File: src/rtl/clock_monitor_pkg.sv
// clock_monitor shared types and channel indices.
// Channel bit order in every 4-bit vector: {regfile, proc, dmem, imem}.
package clock_monitor_pkg;

  typedef enum logic [1:0] {
    ACQUIRE = 2'd0,
    LOCKING = 2'd1,
    LOCKED  = 2'd2,
    FAULT   = 2'd3
  } mon_state_t;

  localparam int CH_IMEM    = 0;
  localparam int CH_DMEM    = 1;
  localparam int CH_PROC    = 2;
  localparam int CH_REGFILE = 3;
  localparam int NUM_CH     = 4;

  function automatic logic [2:0] popcount4(
    input logic [3:0] v
  );
    return 3'(v[0]) + 3'(v[1])
         + 3'(v[2]) + 3'(v[3]);
  endfunction

endpackage

File: src/rtl/clock_monitor_clk_phase_checker.sv
// clk_phase_checker: measures every phase of one
// derived clock and tracks its lock/fault state.
module clk_phase_checker
  import clock_monitor_pkg::*;
#(
  parameter int HALF       = 2,
  parameter int TOL        = 0,
  parameter int LOCK_COUNT = 4,
  parameter int CNT_W      = 8
) (
  input  logic clock,
  input  logic reset,
  input  logic clk_in,
  input  logic clear_fault,
  output logic locked,
  output logic fault,
  output logic fault_pulse
);

  localparam int GR_W = $clog2(LOCK_COUNT + 1);
  localparam int LO   = (HALF > TOL) ? HALF - TOL : 0;

  localparam logic [CNT_W-1:0] CNT_MAX = '1;
  localparam logic [CNT_W-1:0] HI_C =
    CNT_W'(HALF + TOL);
  localparam logic [CNT_W-1:0] LO_C = CNT_W'(LO);
  localparam logic [GR_W-1:0] LC_C =
    GR_W'(LOCK_COUNT);

  mon_state_t state, state_d;

  logic             s, p;
  logic             toggle;
  logic             phase_good;
  logic             stuck;
  logic [CNT_W-1:0] cnt, cnt_d;
  logic [GR_W-1:0]  good_run, good_run_d;
  logic [GR_W-1:0]  gr_inc;

  assign toggle = s ^ p;

  // cnt holds the measured phase length on a toggle
  assign phase_good = (cnt >= LO_C) && (cnt <= HI_C);

  // next edge would push the phase past its limit
  assign stuck = !toggle && (cnt >= HI_C);

  assign gr_inc = (good_run == LC_C)
                ? good_run
                : good_run + 1'b1;

  // sampler, phase counter and state registers
  always_ff @(posedge clock or posedge reset) begin
    if (reset) begin
      s        <= 1'b0;
      p        <= 1'b0;
      cnt      <= '0;
      good_run <= '0;
      state    <= ACQUIRE;
    end else begin
      s        <= clk_in;
      p        <= s;
      cnt      <= cnt_d;
      good_run <= good_run_d;
      state    <= state_d;
    end
  end

  // next-state, counter update and fault pulse
  always_comb begin
    state_d     = state;
    good_run_d  = good_run;
    fault_pulse = 1'b0;
    if (toggle) begin
      cnt_d = CNT_W'(1);
    end else if (cnt == CNT_MAX) begin
      cnt_d = cnt;
    end else begin
      cnt_d = cnt + 1'b1;
    end

    unique case (state)
      ACQUIRE: begin
        if (toggle) begin
          state_d    = LOCKING;
          good_run_d = '0;
        end
      end
      LOCKING, LOCKED: begin
        if (toggle) begin
          if (phase_good) begin
            good_run_d = gr_inc;
            if (gr_inc == LC_C) begin
              state_d = LOCKED;
            end
          end else begin
            state_d = FAULT;
          end
        end else if (stuck) begin
          state_d = FAULT;
        end
      end
      FAULT: begin
        if (clear_fault) begin
          state_d    = ACQUIRE;
          cnt_d      = '0;
          good_run_d = '0;
        end
      end
      default: begin
        state_d = ACQUIRE;
      end
    endcase

    fault_pulse = (state != FAULT)
               && (state_d == FAULT);
  end

  assign locked = (state == LOCKED);
  assign fault  = (state == FAULT);

endmodule

File: src/rtl/clock_monitor.sv
// clock_monitor: lock/fault watch on the four derived
// clocks; CLOCK_MONITOR_FAULT_COUNT_EN adds fault_count.
module clock_monitor
  import clock_monitor_pkg::*;
#(
  parameter int IMEM_HALF    = 1,
  parameter int DMEM_HALF    = 1,
  parameter int PROC_HALF    = 2,
  parameter int REGFILE_HALF = 2,
  parameter int TOL          = 0,
  parameter int LOCK_COUNT   = 4,
  parameter int CNT_W        = 8
) (
  input  logic       clock,
  input  logic       reset,
  input  logic       imem_clock,
  input  logic       dmem_clock,
  input  logic       processor_clock,
  input  logic       regfile_clock,
  input  logic       clear_fault,
  output logic [3:0] locked,
  output logic [3:0] fault,
`ifdef CLOCK_MONITOR_FAULT_COUNT_EN
  output logic [7:0] fault_count,
`endif
  output logic       sys_reset
);

  logic [NUM_CH-1:0] clk_vec;
  logic [NUM_CH-1:0] pulse;

  assign clk_vec[CH_IMEM]    = imem_clock;
  assign clk_vec[CH_DMEM]    = dmem_clock;
  assign clk_vec[CH_PROC]    = processor_clock;
  assign clk_vec[CH_REGFILE] = regfile_clock;

  clk_phase_checker #(
    .HALF       (IMEM_HALF),
    .TOL        (TOL),
    .LOCK_COUNT (LOCK_COUNT),
    .CNT_W      (CNT_W)
  ) u_imem (
    .clock       (clock),
    .reset       (reset),
    .clk_in      (clk_vec[CH_IMEM]),
    .clear_fault (clear_fault),
    .locked      (locked[CH_IMEM]),
    .fault       (fault[CH_IMEM]),
    .fault_pulse (pulse[CH_IMEM])
  );

  clk_phase_checker #(
    .HALF       (DMEM_HALF),
    .TOL        (TOL),
    .LOCK_COUNT (LOCK_COUNT),
    .CNT_W      (CNT_W)
  ) u_dmem (
    .clock       (clock),
    .reset       (reset),
    .clk_in      (clk_vec[CH_DMEM]),
    .clear_fault (clear_fault),
    .locked      (locked[CH_DMEM]),
    .fault       (fault[CH_DMEM]),
    .fault_pulse (pulse[CH_DMEM])
  );

  clk_phase_checker #(
    .HALF       (PROC_HALF),
    .TOL        (TOL),
    .LOCK_COUNT (LOCK_COUNT),
    .CNT_W      (CNT_W)
  ) u_proc (
    .clock       (clock),
    .reset       (reset),
    .clk_in      (clk_vec[CH_PROC]),
    .clear_fault (clear_fault),
    .locked      (locked[CH_PROC]),
    .fault       (fault[CH_PROC]),
    .fault_pulse (pulse[CH_PROC])
  );

  clk_phase_checker #(
    .HALF       (REGFILE_HALF),
    .TOL        (TOL),
    .LOCK_COUNT (LOCK_COUNT),
    .CNT_W      (CNT_W)
  ) u_regfile (
    .clock       (clock),
    .reset       (reset),
    .clk_in      (clk_vec[CH_REGFILE]),
    .clear_fault (clear_fault),
    .locked      (locked[CH_REGFILE]),
    .fault       (fault[CH_REGFILE]),
    .fault_pulse (pulse[CH_REGFILE])
  );

  // hold the core in reset until every clock is locked
  always_ff @(posedge clock or posedge reset) begin
    if (reset) begin
      sys_reset <= 1'b1;
    end else begin
      sys_reset <= ~&locked;
    end
  end

`ifdef CLOCK_MONITOR_FAULT_COUNT_EN
  logic [8:0] fc_sum;

  assign fc_sum = {1'b0, fault_count}
                + 9'(popcount4(pulse));

  // saturating count of entries into FAULT
  always_ff @(posedge clock or posedge reset) begin
    if (reset) begin
      fault_count <= '0;
    end else if (fc_sum[8]) begin
      fault_count <= 8'hFF;
    end else begin
      fault_count <= fc_sum[7:0];
    end
  end
`else
  logic unused_pulse;
  assign unused_pulse = ^pulse;
`endif

endmodule
File: config.mk
export PLATFORM = sky130hd
export DESIGN_NAME = clock_monitor
export DESIGN_NICKNAME = d
export VERILOG_FILES = /design/src/rtl/clock_monitor_pkg.sv /design/src/rtl/clock_monitor_clk_phase_checker.sv /design/src/rtl/clock_monitor.sv
export SDC_FILE = /design/constraint.sdc
export NUM_CORES = 1
export LEC_CHECK = 0
export CAP_MARGIN = 40
export CORE_MARGIN = 4
export CORE_UTILIZATION = 30
export DETAILED_ROUTE_END_ITERATION = 8
export GPL_TIMING_DRIVEN = 0
export PLACE_DENSITY_LB_ADDON = 0.3
export SETUP_SLACK_MARGIN = 0.02
export SLEW_MARGIN = 20
export SYNTH_ARGS = -nofsm -noshare
export SYNTH_HDL_FRONTEND = slang
export SYNTH_SLANG_ARGS = --single-unit
File: constraint.sdc
create_clock -name clock -period 6.25 [get_ports clock]
set_clock_uncertainty 0.15 [all_clocks]
set_input_delay 1.25 -clock clock [delete_from_list [all_inputs] [get_ports clock]]
set_output_delay 1.25 -clock clock [all_outputs]
set_load 0.005 [all_outputs]
==> impl_metrics.ini <==
[outcome]
status = finished, final reports clean

[die]
dieWidth_um = 119
ios = 16
row_count = 40
dieArea_um2 = 14300
core_area_um2 = 12100
die_h_um = 119
initial_utilization_pct = 30.9

[final_layout]
drive_above_1_share_pct = 8.37
num-fill-cells = 1188
final_nets = 451
synthToLayoutAreaGrowth_pct = 18.4
num_antenna_cells = 0

[power]
ir_drop_uv = 145
p_leak_nw = 1.89
p_per_area_nw_per_um2 = 403

[cts]
clkLatencyLatePin_ps = 330
cts_setup_buffers = 0
cts.sinks = 61
cts_root_buffer = clkbuf_16
cts_buffers = 9
hold_buffers = 0
cts_tree = built
cts_buffer_depth = 2
clk_pin_slew_ps = 50
cts.htree.levels = 3
cts_resized = 0

[yosys]
ys.flop_type = dfrtp_1
synthArstFlopShare_pct = 100
synth_xor_area_share_pct = 4.94
synthesis.nets = 424
synth_warnings = 0
synthSimpleGateAreaFrac_pct = 21.7
netlist_area_um2 = 3720
synth.area.mux_share_pct = 0.269
yosys.area_share.adder_pct = 10.1
yosysSeqAreaShare_pct = 41.0
synth.avg_cell_area_um2 = 9.62
ys_ff_latch = 61
synthesis.instances = 387
synth_edf_count = 0
ys_types = 51
synth_compound_area_share_pct = 16.6
synth_top_family_by_area = simple AND/OR/NAND/NOR gates

[critical_path]
path_max_fanout = 3
worst_ep_arrival_time_ps = 1680
worstPathCellList = inv_1 > ha_1 > buf_4 > clkdlybuf4s50_1
crit_type = flop to output pin
crit_path_start_kind = flop
worstPathRequired_ps = 4850
end_kind = output pin
slowest_stage = clkdlybuf4s50_1
critPathMaxStageDelay_ps = 490

[sta]
final.min_clock_period_ps = 3080
final_hold_viol_count = 0
worst_pin_slew_ps = 607
worst_slack_ps = 3170
rsz0062_at_grt = no
fmax_ghz = 0.325
final_max_slew_viol_count = 0
slew_headroom_pct = 59.3
period_share_pct = 49.3
setup_tns_ps = 0
setup_viol = 0

[drt]
postRouteAntennaNets = 0
wl_mm = 7.35
wl_per_cell_um = 12.5
drcViolationCount = 0
first_iter_violations = 139
dr.pass1.iters = 4
viasPerCell = 4.98
vias = 2919

[placed_design]
dp_hpwl_mm = 5.21
place_ws_ps = 2960
place_congestion = 0.802
io_buffers = 15

[grt]
grt_pass1_vias = 2807
gr-usage-all-layers_pct = 10.9
grt_overflow = 0
grt_max_degree = 46
grt_pass1_wl_mm = 12.7
antenna_found_initial = 0

[hold_path]
hp-class = flop to flop

[run]
drv_cap = 0
==> cells in the final DEF (no fill, tap or decap), types with 3 or more instances in the layout <==
master	n
a31oi_1	6
clkbuf_1	4
a22o_1	10
nor3b_1	6
or2_2	4
o22a_1	4
a21o_1	4
nand2_1	21
nor2b_1	3
nand2b_1	8
a22oi_1	4
inv_1	35
o211ai_1	8
nor4_2	3
clkbuf_16	9
o21ai_0	7
and3_1	5
nand3_1	14
o2111ai_1	3
nor2_1	34
dfrtp_1	60
nand4_1	12
xor2_1	7
buf_4	8
ha_1	30
xnor2_1	14
a21oi_1	16
a311oi_1	6
clkdlybuf4s50_1	15
a21boi_0	5
nor3_1	14
nand4b_1	4
a211oi_1	3
==> routing by layer <==
layer	track usage, %	up-vias	routed length, um
li1	-	1457	-
met1	13.6	1403	3560
met2	17.0	46	3360
met3	2.56	13	235
met4	6.80	0	183
met5	0	-	0
==> worst max-delay path: cells and delay by family, from the launching register on <==
| family | cells | cell delay (ps) |
|---|---|---|
| adders and majority gates | 1 | 230 |
| buffers and inverters | 3 | 730 |
| DFF | 1 | 400 |
==> synthesized netlist by cell type (8+ instances only) <==
library cell | count | share of area, %
ha_1 | 30 | 10
nand2b_1 | 8 | 1.3
dfrtp_1 | 60 | 40
nand2_1 | 21 | 2.1
nor2_1 | 34 | 3.4
nand3_1 | 14 | 1.9
xnor2_1 | 14 | 3.3
inv_1 | 36 | 3.6
a21oi_1 | 16 | 2.2
a22o_1 | 10 | 2.4
buf_4 | 8 | 1.6
nor3_1 | 14 | 1.9
o211ai_1 | 8 | 1.6
nand4_1 | 12 | 2.0
==> power breakdown <==
part / leakage, nW / internal [mW] / total [mW] / switching (mW)
logic: 0.962 / 0.349 / 0.719 / 0.370
registers: 0.790 / 0.473 / 0.559 / 0.0864
clock network: 0.143 / 0.328 / 0.496 / 0.168
total: 1.89 / 1.15 / 1.77 / 0.624
==> final timing paths <==
check                                                 endpoint  cells after the start                      startpoint  slack [ps]
worst max-delay path                                 locked[2]                      4     u_proc.state[0]$_DFFE_PP0P_        3170
worst min-delay path                        u_dmem.p$_DFF_PP0_                      0              u_dmem.s$_DFF_PP0_         250
worst max register to register     u_imem.state[0]$_DFFE_PP0P_                      6  u_imem.good_run[0]$_DFFE_PP0P_        4080
worst min register to register              u_dmem.p$_DFF_PP0_                      0              u_dmem.s$_DFF_PP0_         250
max in group asynchronous                  sys_reset$_DFF_PP1_                      3                           reset        4340
min in group asynchronous       u_proc.good_run[0]$_DFFE_PP0P_                      2                           reset        1070
==> logic make-up after synthesis <==
| group | after synthesis |
|---|---|
| AO/OA/AOI/OAI | 85 |
| XOR/XNOR | 21 |
| adder cells (fa/ha/maj) | 30 |
| buffers and inverters | 45 |
| flip-flops | 61 |
| multiplexers | 1 |
| AND/OR/NAND/NOR | 144 |
==> sequential cells by signal, summed over array words and instances, names as in the netlist <==
signal,flops
u_dmem.p,1
u_proc.s,1
u_proc.good_run,3
u_regfile.state,2
u_regfile.p,1
u_dmem.good_run,3
u_proc.p,1
u_imem.state,2
u_regfile.s,1
u_imem.good_run,3
u_proc.cnt,8
u_proc.state,2
u_dmem.cnt,8
u_dmem.state,2
u_regfile.cnt,8
sys_reset,1
u_imem.cnt,8
u_dmem.s,1
u_imem.p,1
u_regfile.good_run,3
u_imem.s,1
==> area by class of cell <==
cell class	count	area [um^2]	area share [%]
Buffer	9	63.8	1.45
Multi-Input combinational cell	281	2000	45.3
Inverter	36	138	3.12
Clock buffer	14	264	5.99
Sequential cell	61	1530	34.7
Timing Repair Buffer	16	178	4.03
Tap cell	168	210	4.77
Clock inverter	1	30.0	0.681
==> stage by stage <==
stage / std cells / instance area (um^2) / power [mW] / util, % / hold WS, ps
finish: 586 / 4410 / 1.77 / 36.5 / 245
CTS: 586 / 4410 / 1.80 / 36.5 / 251
global route: 586 / 4410 / 1.92 / 36.5 / 265
global placement: 570 / 4080 / 1.27 / 33.9 / 237
floorplan: 387 / 3720 / 1.09 / - / 223
detailed placement: 571 / 4110 / 1.29 / 34.1 / 241
Note: power is estimated with default switching activity, not from simulation.
